File: src/rtl/serial_acc_bank.sv
`default_nettype none
// ============================================================================
// Module : serial_acc_bank
// Bank of accumulators: parallel load, or LSB-first digit-serial rewrite
// that streams the old contents out while the new digits are written.
// Rev    : 1.0
// ============================================================================
module serial_acc_bank #(
  parameter  int WIDTH   = 8,
  parameter  int DIGIT   = 1,
  parameter  int NUM_ACC = 2,
  localparam int NDIG    = WIDTH / DIGIT,
  localparam int IW      = (NDIG > 1) ? $clog2(NDIG) : 1,
  localparam int SW      = (NUM_ACC > 1) ? $clog2(NUM_ACC) : 1
) (
  input  logic             clk,
  input  logic             rst_n,
  input  logic [SW-1:0]    acc_sel,
  input  logic             acc_load_en,
  input  logic [WIDTH-1:0] acc_parallel_in,
  input  logic             acc_write_en,
  input  logic [DIGIT-1:0] alu_result,
  output logic [DIGIT-1:0] acc_serial_out,
  output logic [WIDTH-1:0] acc_bits,
  output logic [IW-1:0]    digit_index,
  output logic             busy,
  output logic             done
);

  typedef enum logic [0:0] {
    ST_IDLE  = 1'b0,
    ST_SHIFT = 1'b1
  } state_t;

  localparam logic [IW-1:0] LAST_IDX = IW'(NDIG - 1);

  state_t                        state_q, state_d;
  logic [NUM_ACC-1:0][WIDTH-1:0] acc_q, acc_d;
  logic [IW-1:0]                 idx_q, idx_d;
  logic [SW-1:0]                 act_q, act_d;
  logic                          done_q, done_d;

  logic                          sel_ok;
  logic                          load_hit;
  logic [WIDTH-1:0]              sel_word;
  logic [WIDTH-1:0]              act_word;
  logic [WIDTH-1:0]              rd_word;

  // Select codes at or above NUM_ACC exist only when NUM_ACC is not a power of 2.
  if (NUM_ACC == (1 << SW)) begin : g_sel_full
    assign sel_ok = 1'b1;
  end else begin : g_sel_partial
    assign sel_ok = ({1'b0, acc_sel} < (SW + 1)'(NUM_ACC));
  end

  assign load_hit = acc_load_en && sel_ok;

  always_comb begin
    sel_word = '0;
    act_word = '0;
    for (int i = 0; i < NUM_ACC; i++) begin
      if (acc_sel == SW'(i)) sel_word = acc_q[i];
      if (act_q == SW'(i))   act_word = acc_q[i];
    end
    if (!sel_ok) sel_word = '0;
  end

  // In IDLE the index rests at 0, so this shows digit 0 of the selected acc.
  assign rd_word = (state_q == ST_SHIFT) ? act_word : sel_word;

  always_comb begin
    acc_serial_out = '0;
    for (int d = 0; d < NDIG; d++) begin
      if (idx_q == IW'(d)) acc_serial_out = rd_word[d*DIGIT +: DIGIT];
    end
  end

  always_comb begin
    state_d = state_q;
    acc_d   = acc_q;
    idx_d   = idx_q;
    act_d   = act_q;
    done_d  = 1'b0;

    if (load_hit) begin
      for (int i = 0; i < NUM_ACC; i++) begin
        if (acc_sel == SW'(i)) acc_d[i] = acc_parallel_in;
      end
    end

    case (state_q)
      ST_IDLE: begin
        if (!load_hit && acc_write_en && sel_ok) begin
          act_d   = acc_sel;
          idx_d   = '0;
          state_d = ST_SHIFT;
        end
      end
      ST_SHIFT: begin
        if (load_hit) begin
          // A load mid-pass abandons the pass without a done pulse.
          idx_d   = '0;
          state_d = ST_IDLE;
        end else begin
          for (int i = 0; i < NUM_ACC; i++) begin
            for (int d = 0; d < NDIG; d++) begin
              if (act_q == SW'(i) && idx_q == IW'(d)) begin
                acc_d[i][d*DIGIT +: DIGIT] = alu_result;
              end
            end
          end
          if (idx_q == LAST_IDX) begin
            idx_d   = '0;
            state_d = ST_IDLE;
            done_d  = 1'b1;
          end else begin
            idx_d = idx_q + IW'(1);
          end
        end
      end
      default: state_d = ST_IDLE;
    endcase
  end

  always_ff @(posedge clk or negedge rst_n) begin
    if (!rst_n) begin
      state_q <= ST_IDLE;
      acc_q   <= '0;
      idx_q   <= '0;
      act_q   <= '0;
      done_q  <= 1'b0;
    end else begin
      state_q <= state_d;
      acc_q   <= acc_d;
      idx_q   <= idx_d;
      act_q   <= act_d;
      done_q  <= done_d;
    end
  end

  assign acc_bits    = sel_word;
  assign digit_index = idx_q;
  assign busy        = (state_q == ST_SHIFT);
  assign done        = done_q;

endmodule
`default_nettype wire

File: config.mk
export PLATFORM = sky130hd
export DESIGN_NAME = serial_acc_bank
export DESIGN_NICKNAME = d
export VERILOG_FILES = /design/src/rtl/serial_acc_bank.sv
export SDC_FILE = /design/constraint.sdc
export NUM_CORES = 1
export LEC_CHECK = 0
export ABC_AREA = 1
export ABC_CLOCK_PERIOD_IN_PS = 2350
export CAP_MARGIN = 0
export CORE_UTILIZATION = 53
export DETAILED_ROUTE_END_ITERATION = 10
export PLACE_DENSITY = 0.8
export SYNTH_ARGS = -nofsm -noshare
export SYNTH_HDL_FRONTEND = slang
export SYNTH_SLANG_ARGS = --single-unit
File: constraint.sdc
create_clock -name clk -period 2.35 [get_ports clk]
set_input_delay 0.705 -clock clk [delete_from_list [all_inputs] [get_ports clk]]
set_output_delay 0.705 -clock clk [all_outputs]
set_load 0.02 [all_outputs]
Word-level counts from Yosys, hierarchy flattened
Cells that the tools add are included.

Register bits after elaboration: 22. Input port bits: 14. Output and inout port bits: 14. Logic and storage cells: 80.

Add/sub/neg operators: 1. Equality and inequality tests: 8. Mux-type cells: 43. Bitwise gates (word level): 2. Reductions and logical operators: 20.

Operators by type and width (count): 16-bit two-way mux (3); 8-bit two-way mux (5); 1-bit two-way mux (30); 1-bit logical AND (17); 3-bit equality test, second input constant (4); 3-bit two-way mux (3); 3-bit by 2-bit equality test with 1-bit output, second input constant (2); 3-bit one-hot mux with 2 select lines (1); 3-bit by 1-bit adder with 3-bit output, second input constant (1); 3-bit by 1-bit equality test with 1-bit output, second input constant (1); 3-bit logical NOT (1); 2-bit != test, second input constant (1); 1-bit inverter (2); 1-bit one-hot mux with 2 select lines (1); 2-bit AND reduction (1); 1-bit logical NOT (1).

Logic depth before layout (Yosys ltp)
Depth in word-level cells: 10. Mapped depth: 14. Depth with buffers taken out: 13.

Worst setup path after synthesis
OpenSTA, ideal clock, no wires.

Kind: input to output. Start: input acc_sel. End: output acc_serial_out. Arrival: 1.910 ns. Data required time: 1.645 ns. Setup slack: -0.265 ns. Stages on the path: 8. Buffers on the path: 2. Cells stage by stage: buf_6 inv_4 buf_6 o21ai_0 nand2_1 nand2_1 nand2_1 nand2_1.

Elaborated cells on any way between the ends: 10. Those cells by class: 10 x mux.

RTL lines: from (decl) (line 18) `input logic [SW-1:0] acc_sel,`; 8-bit two-way mux (line 62) `if (acc_sel == SW'(i)) sel_word = acc_q[i];`; via acc_bits[7] (line 24) `output logic [WIDTH-1:0] acc_bits,`; 8-bit two-way mux (line 69) `assign rd_word = (state_q == ST_SHIFT) ? act_word : sel_word;`; 1-bit two-way mux (line 74) `if (idx_q == IW'(d)) acc_serial_out = rd_word[d*DIGIT +: DIGIT];`; to (decl) (line 23) `output logic [DIGIT-1:0] acc_serial_out,`.

The timed path passes the listed nets, and every way through them passes these cells.

Final worst setup path
Start: register idx_q[0], in the netlist digit_index[0]. End: output acc_serial_out.

Longest elaborated chain between the ends: 9. Elaborated cells on any way between the ends: 16. Those cells by class: 7 x eq/ne; 8 x mux; 1 x reduce/logical.

RTL lines: from (decl) (line 39) `logic [IW-1:0] idx_q, idx_d;`; from (signal assigned) (line 135) `idx_q <= idx_d;`; 3-bit logical NOT (line 74); 1-bit two-way mux (7 in series) (line 74); 1-bit two-way mux * (line 74).

Every way passes the cells marked *; elsewhere a longest branch is shown, timed or not.

==> metrics list <==
- The number of antenna violations at the first check in global routing came to 0.
- Number of maximum-capacitance constraint violations: 0
- Worst-case clock buffer depth: 2
- Synthesis-to-layout area growth: 41.43%
* Vias post-DR: 1822
- Count of unresolved DRC violations after routing: 0
- Total Negative Setup Slacks: -0.2371 ns
- The initialized floorplan defines 19 standard-cell rows.
- Count of inserted antenna diode cells: 0
* Post-detailed-placement half-perimeter wirelength: 3.157 mm
- For the worst setup path, the data required time is 1.64 ns.
- Worst setup timing slack at the placement stage: -1.032 ns
- The die is 57.06 um tall.
- Summing the areas of all compound-gate instances in the mapped netlist gives 16.82% of the synthesized area.
* Count of mapped cells out of synthesis: 246
- Measured against its own limit, the worst slew margin works out to 66.18%.
- The endpoint identified for the worst register-to-register timing path is acc_q[7].
- At the end of the flow the core is filled with cells to 81.00%.
- Multiplexer share of the synthesized area: 0%
- TritonCTS clock tree: yes
- During synthesis, Yosys emitted a total of 0 warnings.
- The first global-routing pass estimated 7.486 mm of wire.
- Num CTS Buffers: 3
* Area of the core region: 2805 um^2
- The completed layout was analyzed and its total power is 1.315 mW.
- Fraction of synthesized cell area in xor and xnor cells: 0%
- Post-layout worst setup margin: -0.2371 ns
* Actual slew at the worst max-slew pin: 0.5068 ns
- The number of global-route vias before repair is 1708.
- Ports: 28
- The largest individual stage delay along the critical path comes from the cell dfrtp_2.
- Mean instance size in the synthesized netlist: 6.531 um^2
* Ratio of routed vias to standard cells: 5.327
- Drt total wl: 4.638 mm
- The later pin in the worst-skew pair is clocked with a latency of 0.32 ns.
- Share of layout cells above drive strength 1: 25.72%
* Count of final max-slew check failures: 0
- Final worst-path cycle share: 110.1%
- ANT nets after route: 0
* Register-to-Register Setup Slack: 0.72 ns
* Largest fanout of any net on the critical path: 4
- Static timing analysis puts the maximum clock frequency at 386.5 MHz.
* Largest family of logic cells by synthesized area: simple AND/OR/NAND/NOR gates
- Weighted congestion at the end of routability-driven global placement: 0.9052
- Average detailed-routed wire length per instance: 13.56 um
- The worst setup path is launched from a register.
- Worst Hold Slack: 0.6208 ns
- The synthesized netlist occupies a cell area of 1607 um^2.
- CP Capture Type: primary output
- Max rail drop VDD: 0.0003801 V
* Total iterations of the first detailed-routing run: 5
* Hold wc startpoint: acc_q[12]
* Number of setup violations in the final report: 1
- Register area share after synthesis: 34.27%
* Commonest non-fill, non-tap cell in the layout: nand2_1
- The die is 57.06 um wide.
- The worst setup path is of the register to primary output kind.
- Clock-pin slew was measured on the worst setup and hold paths at 0.14 ns.
* Power Density: 578.8 nW/um^2
- Largest net degree at the start of global routing: 23
- Most frequent CP cell: nand2_1
* Critical Path Stages: 14
* Root Driver: clkbuf_4
- Violation count after the first detailed-route iteration: 121
- Arithmetic-cell share of the synthesized area counting full adders, half adders and majority gates: 4.673%
- Highest-count cells in the layout ignoring fill and taps: nand2_1 (91), buf_4 (41), inv_1 (30), o21ai_0 (25), dfrtp_1 (20)
- Violations in the final reports: negative setup slack
- After filler insertion, the fill cell instance count of the layout stands at 199.
- Synth cell types: 21
* Layout Nets: 332
- Final worst clock skew: 0.008486 ns
- Summed over all cells, the static leakage comes to 1.152 nW.
* End of the worst hold path: acc_q[12]
- Summing all placed instances gives a cell area of 2141 um^2.
- Worst path top cell family by delay: simple AND/OR/NAND/NOR gates
- Run status: finished, violations left
- The finished cells cover 2272 um^2.
- The tightest min-delay check is of the register to register type.
- Worst r2r src: digit_index[0]
* Final-report hold violation count: 0
- Hold repair after CTS inserted 0 buffers.
- H-tree depth: 1
- All-layer global routing usage: 29.86%
- Number of cells traversed by the worst register-to-register path: 9
- Number of clock sinks seen by CTS: 22
* GRT overflow: 0
- Counting instances, the worst hold path has a depth of 4.
- The signal on the critical path passes through inv_4 > ha_4 > inv_1 > nor2_2 > nand3_1 > nand2_1 > inv_1 > nand2_1 > nand2_1 > nand2_1 > nand2_1 > nand2_1 > nand2_2 > buf_6.
* Setup repair after global routing missed its margin: true
* Largest stage delay, worst path: 0.49 ns
- Area of the die: 3255 um^2
- For the worst setup path, the data arrival time is 1.88 ns.
- Synthesized-area fraction occupied by and/or/nand/nor cells: 31.62%
- For this configuration, the core starts out at a cell density of 57.27%.
- Synthesis produced a netlist with a net count of 266.
- Counting I/O delays and the setup requirement, the final critical path takes 2.587 ns.
- Number of buffers inserted by port buffering: 27
- Together, buffers and inverters on the worst path number 4.
* Final instance count without filler cells: 342
- Cell total after placement: 333
- In this run, synthesis produced a sequential element count of 22.
cell type report:
type	instances	area [um^2]	area share, %
inverter	37	143.9	6.333
clock buffer	4	36.28	1.597
tap	31	38.79	1.707
sequential	22	553.0	24.34
multi-input combinational	179	918.4	40.42
timing repair buffer	68	574.3	25.28
timing repair inverter	1	7.507	0.3304
how the worst max path moves through the flow:
stage	slack (ns)	to	from
finish	-0.24	acc_serial_out	digit_index[0]
floorplan	0.005	acc_serial_out	acc_sel
detailed placement	-1.03	acc_serial_out	acc_sel
CTS	-0.23	acc_serial_out	digit_index[0]
global placement	-0.99	acc_serial_out	acc_sel
global route	-0.37	acc_serial_out	digit_index[1]
logic make-up after synthesis:
family / after synthesis
fa+ha+maj: 6
flops: 22
compound gates: 52
simple gates: 121
buf+inv: 45
report_power, final:
part / switching (mW) / leakage [nW] / internal, mW
Combinational: 0.322 / 0.856 / 0.281
Clock: 0.126 / 0.0210 / 0.0947
Sequential: 0.0595 / 0.275 / 0.432
flip-flops by register name, summed over array words and instances (netlist names):
name         flops
acc_q           16
digit_index      3
act_q            1
busy             1
done             1
what timing repair did:
action / 4_1_cts / 5_1_grt
setup buffers: 2 / 2
pin swaps: 1 / 5
endpoints found under the setup margin: 9 / 3
resized for setup: 24 / 17
cloned: 1 / 0
worst min-delay path: stages, from the launching register on:
cell     delay [ns]
dfrtp_1        0.36
nand2_1        0.05
o21ai_0        0.06
nand2_1        0.05
o21ai_1        0.06
metal layers:
layer	vias up	routed length, um	global-route usage (%)	share of wire (%)
li1	907	-	-	-
met1	813	1975	37.03	43
met2	85	2228	53.78	48
met3	17	295	2.721	6.4
met4	0	139	11.15	3.0
met5	-	0	0	0
synthesized netlist by cell type:
| library cell | count | area share (%) |
|---|---|---|
| dfrtp_1 | 22 | 34 |
| ha_1 | 6 | 4.7 |
| buf_6 | 3 | 2.1 |
| nor2_4 | 3 | 2.1 |
| o211ai_1 | 2 | 0.93 |
| o22ai_1 | 1 | 0.39 |
| o21ai_1 | 18 | 5.6 |
| buf_2 | 1 | 0.31 |
| nand3_1 | 13 | 4.0 |
| inv_4 | 1 | 0.39 |
| and2_1 | 1 | 0.39 |
| o21ai_0 | 26 | 8.1 |
| clkbuf_1 | 2 | 0.47 |
| inv_1 | 33 | 7.7 |
| nand2_2 | 5 | 1.9 |
| inv_2 | 3 | 0.70 |
| buf_4 | 2 | 0.93 |
| nand2_1 | 94 | 22 |
| o21ai_2 | 1 | 0.55 |
| a21oi_1 | 4 | 1.2 |
| nor2_1 | 5 | 1.2 |
No activity file was read; power rests on OpenSTA's default activity.
